## config.mk

```make
export PLATFORM = sky130hd
export DESIGN_NAME = trig_link_sequencer_flat
export DESIGN_NICKNAME = d
export VERILOG_FILES = /design/src/rtl/trig_link_sequencer_if.sv /design/src/rtl/trig_link_sequencer.sv /design/src/flat_wrapper.sv
export SDC_FILE = /design/constraint.sdc
export NUM_CORES = 1
export LEC_CHECK = 0
export ABC_CLOCK_PERIOD_IN_PS = 2620
export CAP_MARGIN = 0
export CELL_PAD_IN_SITES_DETAIL_PLACEMENT = 1
export CELL_PAD_IN_SITES_GLOBAL_PLACEMENT = 1
export CORE_ASPECT_RATIO = 1.25
export CORE_MARGIN = 3
export CORE_UTILIZATION = 35
export CTS_CLUSTER_SIZE = 10
export DETAILED_ROUTE_END_ITERATION = 8
export HOLD_SLACK_MARGIN = 0.05
export PLACE_DENSITY_LB_ADDON = 0.1
export SETUP_SLACK_MARGIN = 0.3
export SLEW_MARGIN = 20
export SYNTH_ARGS = -nofsm -noshare
export SYNTH_HDL_FRONTEND = slang
export SYNTH_SLANG_ARGS = --single-unit
```

## constraint.sdc

```tcl
create_clock -name TRG_CLK80 -period 2.62 [get_ports TRG_CLK80]
set_input_delay 0.524 -clock TRG_CLK80 [delete_from_list [all_inputs] [get_ports TRG_CLK80]]
set_output_delay 0.524 -clock TRG_CLK80 [all_outputs]
set_load 0.05 [all_outputs]
```

## src/rtl/trig_link_sequencer_if.sv

```systemverilog
// Bundle between the trigger-link sequencer and its readiness, payload and transceiver neighbours.
// The sequencer is the slave; the master side drives readiness/payload and observes the link.
`timescale 1ns/1ps
interface trig_link_sequencer_if;
    logic        TRG_TXRESETDONE;
    logic        TX_SYNC_DONE;
    logic        TRG_TX_PLL_LOCK;
    logic        RESYNC_REQ;
    logic [55:0] GEM_DATA;
    logic        GEM_VALID;
    logic        GEM_OVERFLOW;
    logic        ENA_TEST_PAT;
    logic        GEM_ACK;
    logic [31:0] TX_DATA;
    logic [3:0]  TX_ISK;
    logic        LINK_READY;
    logic [1:0]  STATE;
    logic [31:0] FRAME_CNT;
    logic [15:0] OVF_CNT;

    modport master (
        output TRG_TXRESETDONE, TX_SYNC_DONE, TRG_TX_PLL_LOCK, RESYNC_REQ,
               GEM_DATA, GEM_VALID, GEM_OVERFLOW, ENA_TEST_PAT,
        input  GEM_ACK, TX_DATA, TX_ISK, LINK_READY, STATE, FRAME_CNT, OVF_CNT
    );

    modport slave (
        input  TRG_TXRESETDONE, TX_SYNC_DONE, TRG_TX_PLL_LOCK, RESYNC_REQ,
               GEM_DATA, GEM_VALID, GEM_OVERFLOW, ENA_TEST_PAT,
        output GEM_ACK, TX_DATA, TX_ISK, LINK_READY, STATE, FRAME_CNT, OVF_CNT
    );
endinterface

```

## src/rtl/trig_link_sequencer.sv

```systemverilog
// Trigger link sequencer: waits for a stable transceiver, sends comma sync frames,
// then streams 56-bit cluster payloads as two-word frames with a rotating K-char separator.
`timescale 1ns/1ps
module trig_link_sequencer #(
    parameter int unsigned LOCK_CYCLES  = 256,
    parameter int unsigned SYNC_FRAMES  = 64,
    parameter logic [55:0] IDLE_PAYLOAD = 56'h0,
    parameter logic [15:0] OVF_MAX      = 16'hFFFF
) (
    input logic                   TRG_CLK80,
    input logic                   TRG_RST,
    trig_link_sequencer_if.slave  lnk
);
    typedef enum logic [1:0] {WAIT_READY = 2'b00, SYNC = 2'b01, RUN = 2'b10} state_t;

    localparam logic [31:0] COMMA_DATA = 32'h50BC50BC;
    localparam logic [3:0]  COMMA_ISK  = 4'b0101;
    localparam int          RDY_W      = $clog2(LOCK_CYCLES + 1);
    localparam int          SYNC_W     = $clog2(2 * SYNC_FRAMES + 1);
    localparam logic [RDY_W-1:0]  RDY_LAST  = RDY_W'(LOCK_CYCLES - 1);
    localparam logic [SYNC_W-1:0] SYNC_LAST = SYNC_W'(2 * SYNC_FRAMES - 1);

    function automatic logic [7:0] sep_byte(input logic ovf, input logic [1:0] idx);
        if (ovf) return 8'hFC;
        case (idx)
            2'd0:    return 8'hBC;
            2'd1:    return 8'hF7;
            2'd2:    return 8'hFB;
            default: return 8'hFD;
        endcase
    endfunction

    function automatic logic [15:0] sat_inc(input logic [15:0] v);
        return (v >= OVF_MAX) ? OVF_MAX : v + 16'd1;
    endfunction

    state_t              state_q, state_d;
    logic                phase_q, phase_d;
    logic [RDY_W-1:0]    rdy_cnt_q, rdy_cnt_d;
    logic [SYNC_W-1:0]   sync_cnt_q, sync_cnt_d;
    logic [1:0]          sep_idx_q, sep_idx_d;
    logic                resync_q, resync_d;
    logic [47:0]         test_cnt_q, test_cnt_d;
    logic                vld_hold_q, vld_hold_d;
    logic                ovf_hold_q, ovf_hold_d;
    logic [23:0]         hold_q, hold_d;
    logic [31:0]         tx_data_q, tx_data_d;
    logic [3:0]          tx_isk_q, tx_isk_d;
    logic                link_ready_q, link_ready_d;
    logic [31:0]         frame_cnt_q, frame_cnt_d;
    logic [15:0]         ovf_cnt_q, ovf_cnt_d;
    logic                all_rdy;
    logic                gem_ack;
    logic [55:0]         payload;

    always_comb begin
        all_rdy = lnk.TRG_TXRESETDONE & lnk.TX_SYNC_DONE & lnk.TRG_TX_PLL_LOCK;
        payload = lnk.ENA_TEST_PAT ? {8'h5A, test_cnt_q} :
                  lnk.GEM_VALID    ? lnk.GEM_DATA : IDLE_PAYLOAD;

        state_d     = state_q;
        phase_d     = phase_q;
        rdy_cnt_d   = rdy_cnt_q;
        sync_cnt_d  = sync_cnt_q;
        sep_idx_d   = sep_idx_q;
        resync_d    = resync_q;
        test_cnt_d  = test_cnt_q;
        vld_hold_d  = vld_hold_q;
        ovf_hold_d  = ovf_hold_q;
        hold_d      = hold_q;
        frame_cnt_d = frame_cnt_q;
        ovf_cnt_d   = ovf_cnt_q;
        tx_data_d   = COMMA_DATA;
        tx_isk_d    = COMMA_ISK;
        gem_ack     = 1'b0;

        case (state_q)
            WAIT_READY: begin
                phase_d    = 1'b0;
                sync_cnt_d = '0;
                resync_d   = 1'b0;
                if (!all_rdy) begin
                    rdy_cnt_d = '0;
                end else if (rdy_cnt_q == RDY_LAST) begin
                    state_d   = SYNC;
                    rdy_cnt_d = '0;
                end else begin
                    rdy_cnt_d = rdy_cnt_q + RDY_W'(1);
                end
            end
            SYNC: begin
                // Comma count is even, so leaving here always lands on a frame boundary.
                phase_d = 1'b0;
                if (!all_rdy) begin
                    state_d   = WAIT_READY;
                    rdy_cnt_d = '0;
                end else if (sync_cnt_q == SYNC_LAST) begin
                    state_d    = RUN;
                    sync_cnt_d = '0;
                    sep_idx_d  = 2'd0;
                    test_cnt_d = '0;
                end else begin
                    sync_cnt_d = sync_cnt_q + SYNC_W'(1);
                end
            end
            RUN: begin
                if (!all_rdy) begin
                    state_d   = WAIT_READY;
                    rdy_cnt_d = '0;
                    phase_d   = 1'b0;
                    resync_d  = 1'b0;
                end else if (!phase_q) begin
                    gem_ack    = 1'b1;
                    hold_d     = payload[23:0];
                    vld_hold_d = lnk.ENA_TEST_PAT | lnk.GEM_VALID;
                    ovf_hold_d = lnk.GEM_OVERFLOW;
                    if (lnk.ENA_TEST_PAT) test_cnt_d = test_cnt_q + 48'd1;
                    if (lnk.RESYNC_REQ)   resync_d   = 1'b1;
                    tx_data_d  = payload[55:24];
                    tx_isk_d   = 4'b0000;
                    phase_d    = 1'b1;
                end else begin
                    tx_data_d = {hold_q, sep_byte(ovf_hold_q, sep_idx_q)};
                    tx_isk_d  = 4'b0001;
                    phase_d   = 1'b0;
                    sep_idx_d = sep_idx_q + 2'd1;
                    if (vld_hold_q) frame_cnt_d = frame_cnt_q + 32'd1;
                    if (ovf_hold_q) ovf_cnt_d   = sat_inc(ovf_cnt_q);
                    if (resync_q || lnk.RESYNC_REQ) begin
                        state_d    = SYNC;
                        sync_cnt_d = '0;
                        resync_d   = 1'b0;
                    end
                end
            end
            default: state_d = WAIT_READY;
        endcase

        link_ready_d = (state_d == RUN);
    end

    always_ff @(posedge TRG_CLK80) begin
        if (TRG_RST) begin
            state_q      <= WAIT_READY;
            phase_q      <= 1'b0;
            rdy_cnt_q    <= '0;
            sync_cnt_q   <= '0;
            sep_idx_q    <= 2'd0;
            resync_q     <= 1'b0;
            test_cnt_q   <= '0;
            vld_hold_q   <= 1'b0;
            ovf_hold_q   <= 1'b0;
            tx_data_q    <= COMMA_DATA;
            tx_isk_q     <= COMMA_ISK;
            link_ready_q <= 1'b0;
            frame_cnt_q  <= '0;
            ovf_cnt_q    <= '0;
        end else begin
            state_q      <= state_d;
            phase_q      <= phase_d;
            rdy_cnt_q    <= rdy_cnt_d;
            sync_cnt_q   <= sync_cnt_d;
            sep_idx_q    <= sep_idx_d;
            resync_q     <= resync_d;
            test_cnt_q   <= test_cnt_d;
            vld_hold_q   <= vld_hold_d;
            ovf_hold_q   <= ovf_hold_d;
            tx_data_q    <= tx_data_d;
            tx_isk_q     <= tx_isk_d;
            link_ready_q <= link_ready_d;
            frame_cnt_q  <= frame_cnt_d;
            ovf_cnt_q    <= ovf_cnt_d;
        end
    end

    // Payload low bits are pure data and only read after a capture, so no reset.
    always_ff @(posedge TRG_CLK80) begin
        hold_q <= hold_d;
    end

    assign lnk.GEM_ACK    = gem_ack;
    assign lnk.TX_DATA    = tx_data_q;
    assign lnk.TX_ISK     = tx_isk_q;
    assign lnk.LINK_READY = link_ready_q;
    assign lnk.STATE      = state_q;
    assign lnk.FRAME_CNT  = frame_cnt_q;
    assign lnk.OVF_CNT    = ovf_cnt_q;
endmodule

```

## src/flat_wrapper.sv

```systemverilog
// flat-port wrapper written by rule: the top's interface ports become plain ports
module trig_link_sequencer_flat 
#(
    parameter int unsigned LOCK_CYCLES  = 256,
    parameter int unsigned SYNC_FRAMES  = 64,
    parameter logic [55:0] IDLE_PAYLOAD = 56'h0,
    parameter logic [15:0] OVF_MAX      = 16'hFFFF
)
  (TRG_CLK80, TRG_RST, lnk_TRG_TXRESETDONE, lnk_TX_SYNC_DONE, lnk_TRG_TX_PLL_LOCK, lnk_RESYNC_REQ, lnk_GEM_DATA, lnk_GEM_VALID, lnk_GEM_OVERFLOW, lnk_ENA_TEST_PAT, lnk_GEM_ACK, lnk_TX_DATA, lnk_TX_ISK, lnk_LINK_READY, lnk_STATE, lnk_FRAME_CNT, lnk_OVF_CNT);
  trig_link_sequencer_if lnk_i ();
  input logic TRG_CLK80;
  input logic TRG_RST;
  input wire logic [$bits(lnk_i.TRG_TXRESETDONE)-1:0] lnk_TRG_TXRESETDONE;
  input wire logic [$bits(lnk_i.TX_SYNC_DONE)-1:0] lnk_TX_SYNC_DONE;
  input wire logic [$bits(lnk_i.TRG_TX_PLL_LOCK)-1:0] lnk_TRG_TX_PLL_LOCK;
  input wire logic [$bits(lnk_i.RESYNC_REQ)-1:0] lnk_RESYNC_REQ;
  input wire logic [$bits(lnk_i.GEM_DATA)-1:0] lnk_GEM_DATA;
  input wire logic [$bits(lnk_i.GEM_VALID)-1:0] lnk_GEM_VALID;
  input wire logic [$bits(lnk_i.GEM_OVERFLOW)-1:0] lnk_GEM_OVERFLOW;
  input wire logic [$bits(lnk_i.ENA_TEST_PAT)-1:0] lnk_ENA_TEST_PAT;
  output wire logic [$bits(lnk_i.GEM_ACK)-1:0] lnk_GEM_ACK;
  output wire logic [$bits(lnk_i.TX_DATA)-1:0] lnk_TX_DATA;
  output wire logic [$bits(lnk_i.TX_ISK)-1:0] lnk_TX_ISK;
  output wire logic [$bits(lnk_i.LINK_READY)-1:0] lnk_LINK_READY;
  output wire logic [$bits(lnk_i.STATE)-1:0] lnk_STATE;
  output wire logic [$bits(lnk_i.FRAME_CNT)-1:0] lnk_FRAME_CNT;
  output wire logic [$bits(lnk_i.OVF_CNT)-1:0] lnk_OVF_CNT;
  assign lnk_i.TRG_TXRESETDONE = lnk_TRG_TXRESETDONE;
  assign lnk_i.TX_SYNC_DONE = lnk_TX_SYNC_DONE;
  assign lnk_i.TRG_TX_PLL_LOCK = lnk_TRG_TX_PLL_LOCK;
  assign lnk_i.RESYNC_REQ = lnk_RESYNC_REQ;
  assign lnk_i.GEM_DATA = lnk_GEM_DATA;
  assign lnk_i.GEM_VALID = lnk_GEM_VALID;
  assign lnk_i.GEM_OVERFLOW = lnk_GEM_OVERFLOW;
  assign lnk_i.ENA_TEST_PAT = lnk_ENA_TEST_PAT;
  assign lnk_GEM_ACK = lnk_i.GEM_ACK;
  assign lnk_TX_DATA = lnk_i.TX_DATA;
  assign lnk_TX_ISK = lnk_i.TX_ISK;
  assign lnk_LINK_READY = lnk_i.LINK_READY;
  assign lnk_STATE = lnk_i.STATE;
  assign lnk_FRAME_CNT = lnk_i.FRAME_CNT;
  assign lnk_OVF_CNT = lnk_i.OVF_CNT;
  trig_link_sequencer #(.LOCK_CYCLES(LOCK_CYCLES), .SYNC_FRAMES(SYNC_FRAMES), .IDLE_PAYLOAD(IDLE_PAYLOAD), .OVF_MAX(OVF_MAX)) u_core (.TRG_CLK80(TRG_CLK80), .TRG_RST(TRG_RST), .lnk(lnk_i));
endmodule
```

Yosys cells after proc, flatten, opt, wreduce, memory -nomap -nowiden. Index checks and enable logic that the tools add are counted.

Input bits: 65. Logic and storage cells: 114. Bits in registers: 182.

Equal/unequal tests: 17. Add/sub/neg operators: 6. Reductions and logical operators: 19. $lt $le $gt $ge: 1. Muxes and demuxes: 50. Bitwise operators: 6.

Operators with widths (number): $mux 48 (5); $mux 56 (2); $pmux 48 s2 (1); $mux 8 (7); $add 48x1->48 const B (1); $add 32x1->32 const B (1); $mux 32 (1); $mux 9 (3); $pmux 8 s3 (1); $mux 2 (11); $pmux 7 s3 (1); $pmux 9 s2 (1); $add 16x1->16 const B (1); $ge 16x16->1 const B (1); $mux 16 (1); $mux 1 (12); $ne 2x1->1 const B (5); $reduce_and 5->1 (2); $add 9x1->9 const B (1); $eq 9x8->1 const B (1); $add 8x1->8 const B (1); $eq 8x7->1 const B (1); $reduce_and 4->1 (2); $reduce_bool 2->1 (4); other kinds (20) (32).

Depth between registers and ports, before layout. Gate-level depths: netlist of run 1.

Depth in word-level cells: 6. Depth in mapped cells: 10. Gate-level depth less buffers: 7.

Worst setup path after synthesis of run 1. Ideal clock, no wire load.

Path kind: reg-to-reg. Start point: register u_core.state_q[1], in the netlist u_core.lnk.STATE[1]. End point: register u_core.tx_data_q[4], in the netlist u_core.lnk.TX_DATA[4]. Data required time: 2.498 ns. Arrival time: 3.131 ns. Clock period less this slack: 3.253 ns. Stages on the path, launching flop included: 8. Slack: -0.633 ns. Buffers on the path: 2. Path through: dfxtp_1 > ha_1 > buf_2 > nand4_1 > clkbuf_1 > nor2_1 > nand2_1 > a221o_1.

Word-level cells in the longest chain between the ends: 3.

RTL lines: start, declared (line trig_link_sequencer.sv:37) `state_t state_q, state_d;`; start signal, assigned (line trig_link_sequencer.sv:159) `state_q <= state_d;`; $eq 2x2->1 (line trig_link_sequencer.sv:77) `case (state_q)`; $not 1->1 (no line); $reduce_or 3->1 (no line); end signal, assigned (line trig_link_sequencer.sv:168) `tx_data_q <= tx_data_d;`; end, declared (line trig_link_sequencer.sv:47) `logic [31:0] tx_data_q, tx_data_d;`.

Every way passes these cells. A chain may end at the register's enable or synchronous reset.

Worst setup path after layout of run 1.
Start point: register u_core.frame_cnt_q[8], in the netlist u_core.lnk.FRAME_CNT[8]. End point: output port lnk_FRAME_CNT[8].

RTL lines: start, declared (line trig_link_sequencer.sv:50) `logic [31:0] frame_cnt_q, frame_cnt_d;`; start signal, assigned (line trig_link_sequencer.sv:171) `frame_cnt_q <= frame_cnt_d;`; end, declared (line flat_wrapper.sv:26) `output wire logic [$bits(lnk_i.FRAME_CNT)-1:0] lnk_FRAME_CNT;`.

No word-level cell between the ends.

==> impl_metrics.py, run 1 <==
metrics = {
    "setup_path": {
        "criticalPathCategory": "reg -> out",
        "crit_path_start_kind": "flop",
        "cp.arrival_ps": 1740,
        "cpPeakStageDelay_ps": 850,
        "path_buf_inv": 1,
        "cp-end-kind": "primary output",
        "critPathMaxFanout": 5,
        "cp.required_ps": 2100,
        "r2r_start": "u_core.sync_cnt_q[0]",
        "startpoint": "u_core.lnk.FRAME_CNT[8]",
        "crit_slowest_cell": "clkdlybuf4s50_1",
        "crit_family": "buffers and inverters",
        "worstPathCellList": "clkdlybuf4s50_1",
    },
    "floorplanning": {
        "row_count": 63,
        "initial_core_util_pct": 36.1,
        "dieHeight_um": 182,
        "ios": 153,
        "design.core.area_um2": 24100,
        "die_w_um": 147,
        "fp.dieArea_um2": 26800,
    },
    "finish": {
        "layout_commonest_cell": "dfxtp_1",
        "post-route-util_pct": 47.9,
        "drive_gt1_share_pct": 11.8,
        "finalNonFillerCells": 1500,
        "finalNetCount": 1240,
        "n_fill_cell": 2815,
        "areaGrowthSynthToFinish_pct": 32.5,
        "layout_common_cells": "153 x dfxtp_1, 136 x clkdlybuf4s50_1, 99 x nor2_1",
        "final_area_um2": 11500,
        "insertedDiodeCount": 0,
    },
    "synth": {
        "synthTopCellsByArea": "dfxtp_1 36%, edfxtp_1 8.3%, nor2_1 4.4%, o21ai_0 3.8%, a21oi_1 3.3%",
        "syn_inst": 991,
        "synth_cell_type_count": 70,
        "ys.flop_type": "dfxtp_1",
        "synth_top_cell_area_share_pct": 35.8,
        "synth_area_per_cell_um2": 8.79,
        "synth_edf_count": 24,
        "synth_seq_cells": 180,
        "synthArstFlopShare_pct": 0,
        "netlist_area_um2": 8710,
        "ys_warn_count": 0,
        "ys_seq_area_share_pct": 44.1,
        "synth_top_area_cell": "dfxtp_1",
    },
    "drt": {
        "dr.pass1.iters": 5,
        "route.met3.wl_um": 1740,
        "drt_iter0_drc": 565,
        "top_layer_used": "met5",
        "drt.antenna.violating_nets": 0,
        "wl_met2_um": 15600,
        "met1_length_um": 13400,
        "viasPerCell": 5.68,
        "routedWlPerCell_um": 21.0,
        "via_count": 8519,
        "drc": 0,
        "wl_um": 31500,
    },
    "placement": {
        "dp_hpwl_um": 23300,
        "placedCellCount": 1465,
        "gp_congestion": 0.887,
        "port_buffers": 150,
        "postPlaceCellArea_um2": 10900,
    },
    "run": {
        "max_cap_violations": 0,
    },
    "clocking": {
        "cts_root_buf": "clkbuf_16",
        "clkTransAtPathRegs_ps": 80,
        "cts_max_level": 4,
        "cts.path.max_buffers": 2,
        "cts_tree": "yes",
        "clk_latency_ps": 450,
        "cts_buffers": 17,
        "clock-sinks": 180,
    },
    "global_routing": {
        "overflow": 0,
        "grt_pass1_vias": 8419,
        "grt_pass1_wl_um": 49200,
        "grtUsageTotal_pct": 23.2,
        "antenna_found_initial": 3,
        "grt_max_degree": 55,
    },
    "power": {
        "cellPowerDensity_nw_per_um2": 488,
        "power_mw": 5.63,
        "vdd_drop_max_mv": 0.440,
        "p_leak_nw": 4.10,
    },
    "sta": {
        "fin_skew_ps": 12.1,
        "max_freq_mhz": 441,
        "tightest_slew_ps": 608,
        "finalCritPeriodShare_pct": 86.5,
        "slew_headroom_pct": 59.5,
        "min_period_ps": 2270,
        "hold_violations": 0,
        "rsz0062_at_grt": "no",
        "tns_ps": 0,
        "setup_viol": 0,
        "maxSlewViolCount": 0,
    },
    "min_path": {
        "min_from": "u_core.resync_q",
        "hold_path_class": "reg -> reg",
    },
    "outcome": {
        "status": "completed",
    },
}
==> worst paths after layout <==
kind | cells past startpoint | to | slack [ps]
worst max register to register | 6 | u_core.test_cnt_q[26] | 440
worst min-delay path | 2 | u_core.resync_q | 480
worst max-delay path | 1 | lnk_FRAME_CNT[8] | 350
worst min register to register | 2 | u_core.resync_q | 480
==> cell usage after synthesis (all sizes together), types with 6 or more instances <==
cell type / count
a211oi: 7
a21o: 7
a21oi: 57
a221o: 11
a22o: 24
a22oi: 12
a31o: 8
a31oi: 26
a41oi: 14
and2: 11
and3: 32
and4: 6
buf: 20
clkbuf: 41
dfxtp: 156
edfxtp: 24
ha: 13
inv: 20
mux2i: 6
nand2: 68
nand3: 48
nand3b: 8
nand4: 34
nor2: 102
nor3: 26
nor4: 21
o211ai: 10
o21ai: 67
o31ai: 8
or3: 10
xnor2: 25
xor2: 16
==> power by group <==
part	internal, mW	switching [mW]
registers	2.79	0.000465
clock network	1.29	1.31
logic	0.127	0.124
==> per-layer routing <==
metal	vias up	global-route usage (%)
met2	252	39.9
met1	4183	29.6
met4	6	6.64
li1	4028	-
met5	-	0
met3	50	4.57
==> layout make-up <==
type | count | area (um^2) | share of cell area, %
clock inverter | 14 | 153 | 1.32
multi-input combinational | 729 | 4570 | 39.6
timing repair buffer | 212 | 2050 | 17.7
clock buffer | 18 | 429 | 3.72
tap | 325 | 407 | 3.52
sequential | 180 | 3850 | 33.3
inverter | 22 | 85.1 | 0.737
==> repair_timing <==
item,in CTS,in global routing
endpoints found under the setup margin,3,84
hold buffers,0,0
gates resized for setup,5,21
pin swaps,1,1
setup buffers,3,0
==> kinds of logic after synthesis <==
logic type                 count (synthesis)  share of synthesized area [%]
xor gates and xnor gates                  41                           4.12
adders and majority gates                 13                           1.87
DFF                                      180                           44.1
muxes                                      8                          0.948
AOI/OAI and AO/OA                        272                           20.8
buffers and inverters                     83                           4.04
and+or+nand+nor                          393                           24.0
other                                      1                         0.0430
==> sequential cells by signal, summed over array words and instances (netlist names) <==
signal	count
u_core.test_cnt_q	48
u_core.lnk.FRAME_CNT	32
u_core.lnk.TX_DATA	32
u_core.hold_q	24
u_core.lnk.OVF_CNT	16
u_core.rdy_cnt_q	9
u_core.sync_cnt_q	8
u_core.lnk.STATE	2
u_core.lnk.TX_ISK	2
u_core.sep_idx_q	2
u_core.lnk.LINK_READY	1
u_core.ovf_hold_q	1
u_core.phase_q	1
u_core.resync_q	1
u_core.vld_hold_q	1
==> per-stage QoR <==
step                setup slack, ps  hold WS [ps]
floorplan                       356           439
global route                    302           503
CTS                             282           480
global placement               14.9           457
finish                          353           475
detailed placement             24.3           464
(Power assumes the default switching activity.)
==> run 2: changes to the inputs <==
- CORE_UTILIZATION: 35 -> 36
==> run 2 against run 1 <==
Against the previous run:
- first-iteration DRC count decreased by 9.0%
- critical path type unchanged
- cell count decreased by 0.13%
- routed wire length decreased by 1.1%
- critical path depth unchanged
- clock-buffer cell count increased by 1
==> impl_metrics.py, run 2 (synthesis results as in run 1) <==
metrics = {
    "finish": {
        "drive_gt1_share_pct": 11.8,
        "finalNetCount": 1237,
        "layout_commonest_cell": "dfxtp_1",
        "largest_reg_flops": 48,
        "areaGrowthSynthToFinish_pct": 32.4,
        "final_area_um2": 11500,
        "largest-register": "u_core.test_cnt_q",
        "post-route-util_pct": 48.5,
        "layout_common_cells": "152 x dfxtp_1, 138 x clkdlybuf4s50_1, 100 x nor2_1",
    },
    "setup_path": {
        "r2r_end": "u_core.test_cnt_q[39]",
        "critPathCapture": "lnk_OVF_CNT[9]",
        "r2r_slack_ps": 450,
        "cp.required_ps": 2100,
        "r2r_start": "u_core.test_cnt_q[4]",
        "startpoint": "u_core.lnk.OVF_CNT[9]",
        "cp-end-kind": "primary output",
        "critPathMaxFanout": 6,
        "crit_path_start_kind": "flop",
        "ff2ff_path_depth": 6,
        "criticalPathCategory": "reg -> out",
        "crit_family": "buffers and inverters",
        "cpPeakStageDelay_ps": 850,
        "worstPathCellList": "clkdlybuf4s50_1",
        "path_buf_inv": 1,
        "crit_cells": 1,
        "crit_slowest_cell": "clkdlybuf4s50_1",
        "cp.arrival_ps": 1730,
    },
    "global_routing": {
        "grt_pass1_wl_um": 49000,
        "grt_max_degree": 56,
        "antenna_found_initial": 1,
        "grtUsageTotal_pct": 23.3,
        "grt_pass1_vias": 8626,
        "overflow": 0,
    },
    "clocking": {
        "cts_tree": "yes",
        "cts.path.max_buffers": 2,
        "cts_root_buf": "clkbuf_16",
        "clk_latency_ps": 440,
        "cts_max_level": 4,
        "clock-sinks": 180,
        "cts_buffers": 17,
        "clkTransAtPathRegs_ps": 70,
    },
    "floorplanning": {
        "ios": 153,
        "die_w_um": 145,
        "initial_core_util_pct": 36.6,
        "design.core.area_um2": 23800,
        "row_count": 63,
        "dieHeight_um": 180,
        "fp.dieArea_um2": 26100,
    },
    "sta": {
        "fin_ws_ps": 364,
        "holdWs_ps": 482,
        "finalCritPeriodShare_pct": 86.1,
        "maxSlewViolCount": 0,
        "tightest_slew_ps": 617,
        "max_freq_mhz": 443,
        "fin_skew_ps": 13.1,
        "min_period_ps": 2260,
        "slew_headroom_pct": 58.9,
        "hold_violations": 0,
        "rsz0062_at_grt": "no",
        "setup_viol": 0,
    },
    "placement": {
        "dp_hpwl_um": 22700,
        "gp_congestion": 0.849,
        "port_buffers": 150,
        "pre_cts_ws_ps": -28.5,
        "postPlaceCellArea_um2": 10800,
    },
    "min_path": {
        "worstHoldPathCells": 2,
        "hold_path_class": "reg -> reg",
    },
    "drt": {
        "via_count": 8539,
        "viasPerCell": 5.70,
        "drc": 0,
        "dr.pass1.iters": 5,
        "drt_iter0_drc": 514,
        "wl_um": 31200,
        "drt.antenna.violating_nets": 0,
        "routedWlPerCell_um": 20.8,
    },
    "outcome": {
        "status": "completed",
    },
    "run": {
        "max_cap_violations": 0,
    },
    "power": {
        "vdd_drop_max_mv": 0.450,
        "p_leak_nw": 4.04,
        "cellPowerDensity_nw_per_um2": 487,
    },
}
[run 2: changes by cell type in the layout (fill, tap and decap cells not counted), moves of 2 or more]
cell             before  now
inv_8                 7    5
clkdlybuf4s50_1     136  138
buf_4                55   53
or4_4                 0    2
or4_1                 5    3
clkbuf_8              0    2
[run 2: cell type report]
cell class	count	area [um^2]
repair buffers	209	2020
diodes	1	2.50
fillers	2780	12300
clock buffers	19	453
clock inverters	13	130
flip-flops and latches	180	3850
inverters	22	85.1
well taps	325	407
multi-input cells	729	4590
[run 2: what timing repair did]
action	4_1_cts	5_1_grt
hold buffers	0	0
gates resized for setup	3	21
buffers inserted	4	0
pin swaps	0	2
hold endpoints to repair	0	0
endpoints found under the setup margin	2	38
[run 2: how the worst min path moves through the flow]
stage / startpoint / end / slack [ps]
floorplan: u_core.test_cnt_q[47] / u_core.test_cnt_q[47] / 440
global placement: u_core.hold_q[6] / u_core.lnk.TX_DATA[14] / 460
detailed placement: u_core.hold_q[21] / u_core.lnk.TX_DATA[29] / 460
CTS: u_core.resync_q / u_core.resync_q / 480
global route: u_core.sync_cnt_q[7] / u_core.sync_cnt_q[7] / 500
finish: u_core.hold_q[21] / u_core.lnk.TX_DATA[29] / 480
[run 2: power breakdown]
group,internal (mW),switching (mW),leakage [nW]
clock network,1.32,1.26,0.287
registers,2.79,0.000404,1.43
logic,0.128,0.125,2.32
[run 2: routing by layer]
| metal | vias up | GRT usage, % | part of all wire, % |
|---|---|---|---|
| met5 | - | 0 | 0 |
| met3 | 57 | 3.40 | 3.7 |
| met4 | 0 | 9.81 | 3.5 |
| met1 | 4225 | 29.8 | 44 |
| met2 | 238 | 39.5 | 48 |
| li1 | 4019 | - | - |
[run 2: through the flow]
stage	setup TNS, ps	instances	power [mW]
floorplan	0	992	2.95
global placement	0	1461	3.10
detailed placement	-37.0	1461	3.11
CTS	0	1497	5.67
global route	0	1498	5.80
finish	0	1498	5.62
[run 2: tightest hold or removal path, delay by kind of cell (launching register included)]
family | cells | cell delay (ps)
AOI/OAI and AO/OA | 1 | 60
and+or+nand+nor | 1 | 60
DFF | 1 | 330
==> run 3: changes to the inputs <==
- CTS_BUF_LIST: not set -> sky130_fd_sc_hd__clkbuf_8 sky130_fd_sc_hd__clkbuf_16
- PLACE_DENSITY: not set -> 0.82
- PLACE_DENSITY_LB_ADDON: 0.1 -> not set
==> run 3 against run 2 <==
Against the previous run:
- clock power shrank 2%
- highest routed layer unchanged
- setup slack lost 140 ps
- clock-buffer cell count shrank 1
- critical endpoint is now lnk_GEM_ACK
- utilization shrank 0.61 points
- routed wire length shrank 1.1%
- largest power group unchanged
- largest cell class unchanged
==> impl_metrics.py, run 3 (synthesis results as in run 1) <==
metrics = {
    "sta": {
        "finalCritPeriodShare_pct": 91.3,
        "fin_skew_ps": 10.3,
        "hold_violations": 0,
        "rsz0062_at_grt": "yes",
        "tightest_slew_ps": 604,
        "setup_viol": 0,
        "min_period_ps": 2390,
        "maxSlewViolCount": 0,
        "holdWs_ps": 451,
        "max_freq_mhz": 418,
        "fin_ws_ps": 227,
        "slew_headroom_pct": 59.5,
    },
    "floorplanning": {
        "die_w_um": 145,
        "design.core.area_um2": 23800,
        "row_count": 63,
        "dieHeight_um": 180,
        "fp.dieArea_um2": 26100,
        "initial_core_util_pct": 36.6,
        "ios": 153,
    },
    "min_path": {
        "hold_path_class": "in -> reg",
    },
    "global_routing": {
        "grtUsageTotal_pct": 23.2,
        "grt_pass1_wl_um": 49100,
        "grt_max_degree": 76,
        "grt_pass1_vias": 8684,
        "overflow": 0,
        "antenna_found_initial": 1,
    },
    "placement": {
        "pre_cts_ws_ps": -20.5,
        "placedCellCount": 1449,
        "gp_congestion": 0.879,
        "port_buffers": 150,
        "dp_hpwl_um": 22300,
        "postPlaceCellArea_um2": 10800,
    },
    "setup_path": {
        "critPathMaxFanout": 10,
        "cp.arrival_ps": 1870,
        "criticalPathCategory": "reg -> out",
        "crit_path_start_kind": "flop",
        "cp.required_ps": 2100,
        "cp-end-kind": "primary output",
    },
    "clocking": {
        "ctsHoldBuffers": 0,
        "cts.path.max_buffers": 2,
        "cts_buffers": 17,
        "clkTransAtPathRegs_ps": 70,
        "cts_tree": "yes",
        "cts_root_buf": "clkbuf_16",
        "clk_latency_ps": 440,
        "clock-sinks": 180,
        "cts_max_level": 4,
    },
    "finish": {
        "largest-register": "u_core.test_cnt_q",
        "areaGrowthSynthToFinish_pct": 30.8,
        "drive_gt1_share_pct": 10.3,
        "final_area_um2": 11400,
        "finalNonFillerCells": 1483,
        "largest_reg_flops": 48,
        "finalNetCount": 1222,
        "layout_common_cells": "153 x dfxtp_1, 138 x clkdlybuf4s50_1, 100 x nor2_1",
        "layout_commonest_cell": "dfxtp_1",
    },
    "power": {
        "clock_power_share_pct": 45.4,
        "p_leak_nw": 3.99,
        "p_seq_share_pct": 50.1,
        "sw_frac_of_total_pct": 24.4,
        "cellPowerDensity_nw_per_um2": 489,
        "p_switching_mw": 1.36,
        "pwr-share-comb_pct": 4.5,
        "intPower_mw": 4.21,
        "vdd_drop_max_mv": 0.438,
    },
    "drt": {
        "drt.antenna.violating_nets": 0,
        "via_count": 8621,
        "dr.pass1.iters": 5,
        "viasPerCell": 5.81,
        "drt_iter0_drc": 631,
        "routedWlPerCell_um": 20.8,
        "wl_um": 30800,
        "drc": 0,
    },
    "run": {
        "max_cap_violations": 0,
    },
    "outcome": {
        "status": "completed",
    },
}
-- run 3: area by class of cell --
cell class	count	area [um^2]
Multi-Input combinational cell	729	4580
Inverter	22	82.6
Sequential cell	180	3850
Fill cell	2785	12400
Timing Repair Buffer	194	1900
Tap cell	325	407
Clock buffer	18	439
Antenna cell	1	2.50
Clock inverter	14	138
-- run 3: final timing paths --
path / slack (ps) / endpoint / cells past startpoint / start
setup / recovery: 230 / lnk_GEM_ACK / 6 / u_core.lnk.STATE[0]
hold reg to reg: 490 / u_core.resync_q / 2 / u_core.resync_q
hold / removal: 450 / u_core.rdy_cnt_q[1] / 2 / TRG_RST
setup reg to reg: 400 / u_core.lnk.OVF_CNT[0] / 8 / u_core.lnk.STATE[0]
-- run 3: timing repair --
| item | in CTS | in global routing |
|---|---|---|
| setup endpoints to repair | 18 | 30 |
| buffers inserted | 0 | 1 |
| pin swaps | 0 | 0 |
| gates resized for setup | 5 | 14 |
-- run 3: power groups by stage --
stage | clock (mW) | sequential [mW] | combinational, mW
2_1_floorplan | 0 | 2.85 | 0.0958
3_3_place_gp | 0 | 2.85 | 0.245
3_5_place_dp | 0 | 2.85 | 0.245
4_1_cts | 2.57 | 2.79 | 0.249
5_1_grt | 2.70 | 2.79 | 0.265
6_report | 2.53 | 2.79 | 0.250
-- run 3: per-stage QoR --
| step | util (%) | setup TNS, ps | power (mW) |
|---|---|---|---|
| final | 47.9 | 0 | 5.57 |
| after global placement | 45.2 | 0 | 3.10 |
| after detailed placement | 45.2 | -69.6 | 3.10 |
| after global routing | 47.9 | 0 | 5.75 |
| after floorplan | - | 0 | 2.95 |
| after CTS | 47.6 | 0 | 5.61 |
-- run 3: per-layer routing --
| layer | wire [um] | vias to the layer above | part of all wire (%) | GRT usage [%] |
|---|---|---|---|---|
| met2 | 15400 | 290 | 50 | 40.7 |
| met4 | 820 | 0 | 2.7 | 7.03 |
| met5 | 0 | - | 0 | 0 |
| met1 | 13000 | 4266 | 42 | 29.0 |
| met3 | 1630 | 53 | 5.3 | 4.31 |
| li1 | - | 4012 | - | - |
-- run 3: worst max-delay path, cell delays in order, from the launching register on --
cell	delay, ps
dfxtp_2	360
inv_1	150
ha_4	230
nand4_1	190
buf_6	210
nor2_2	130
buf_12	150
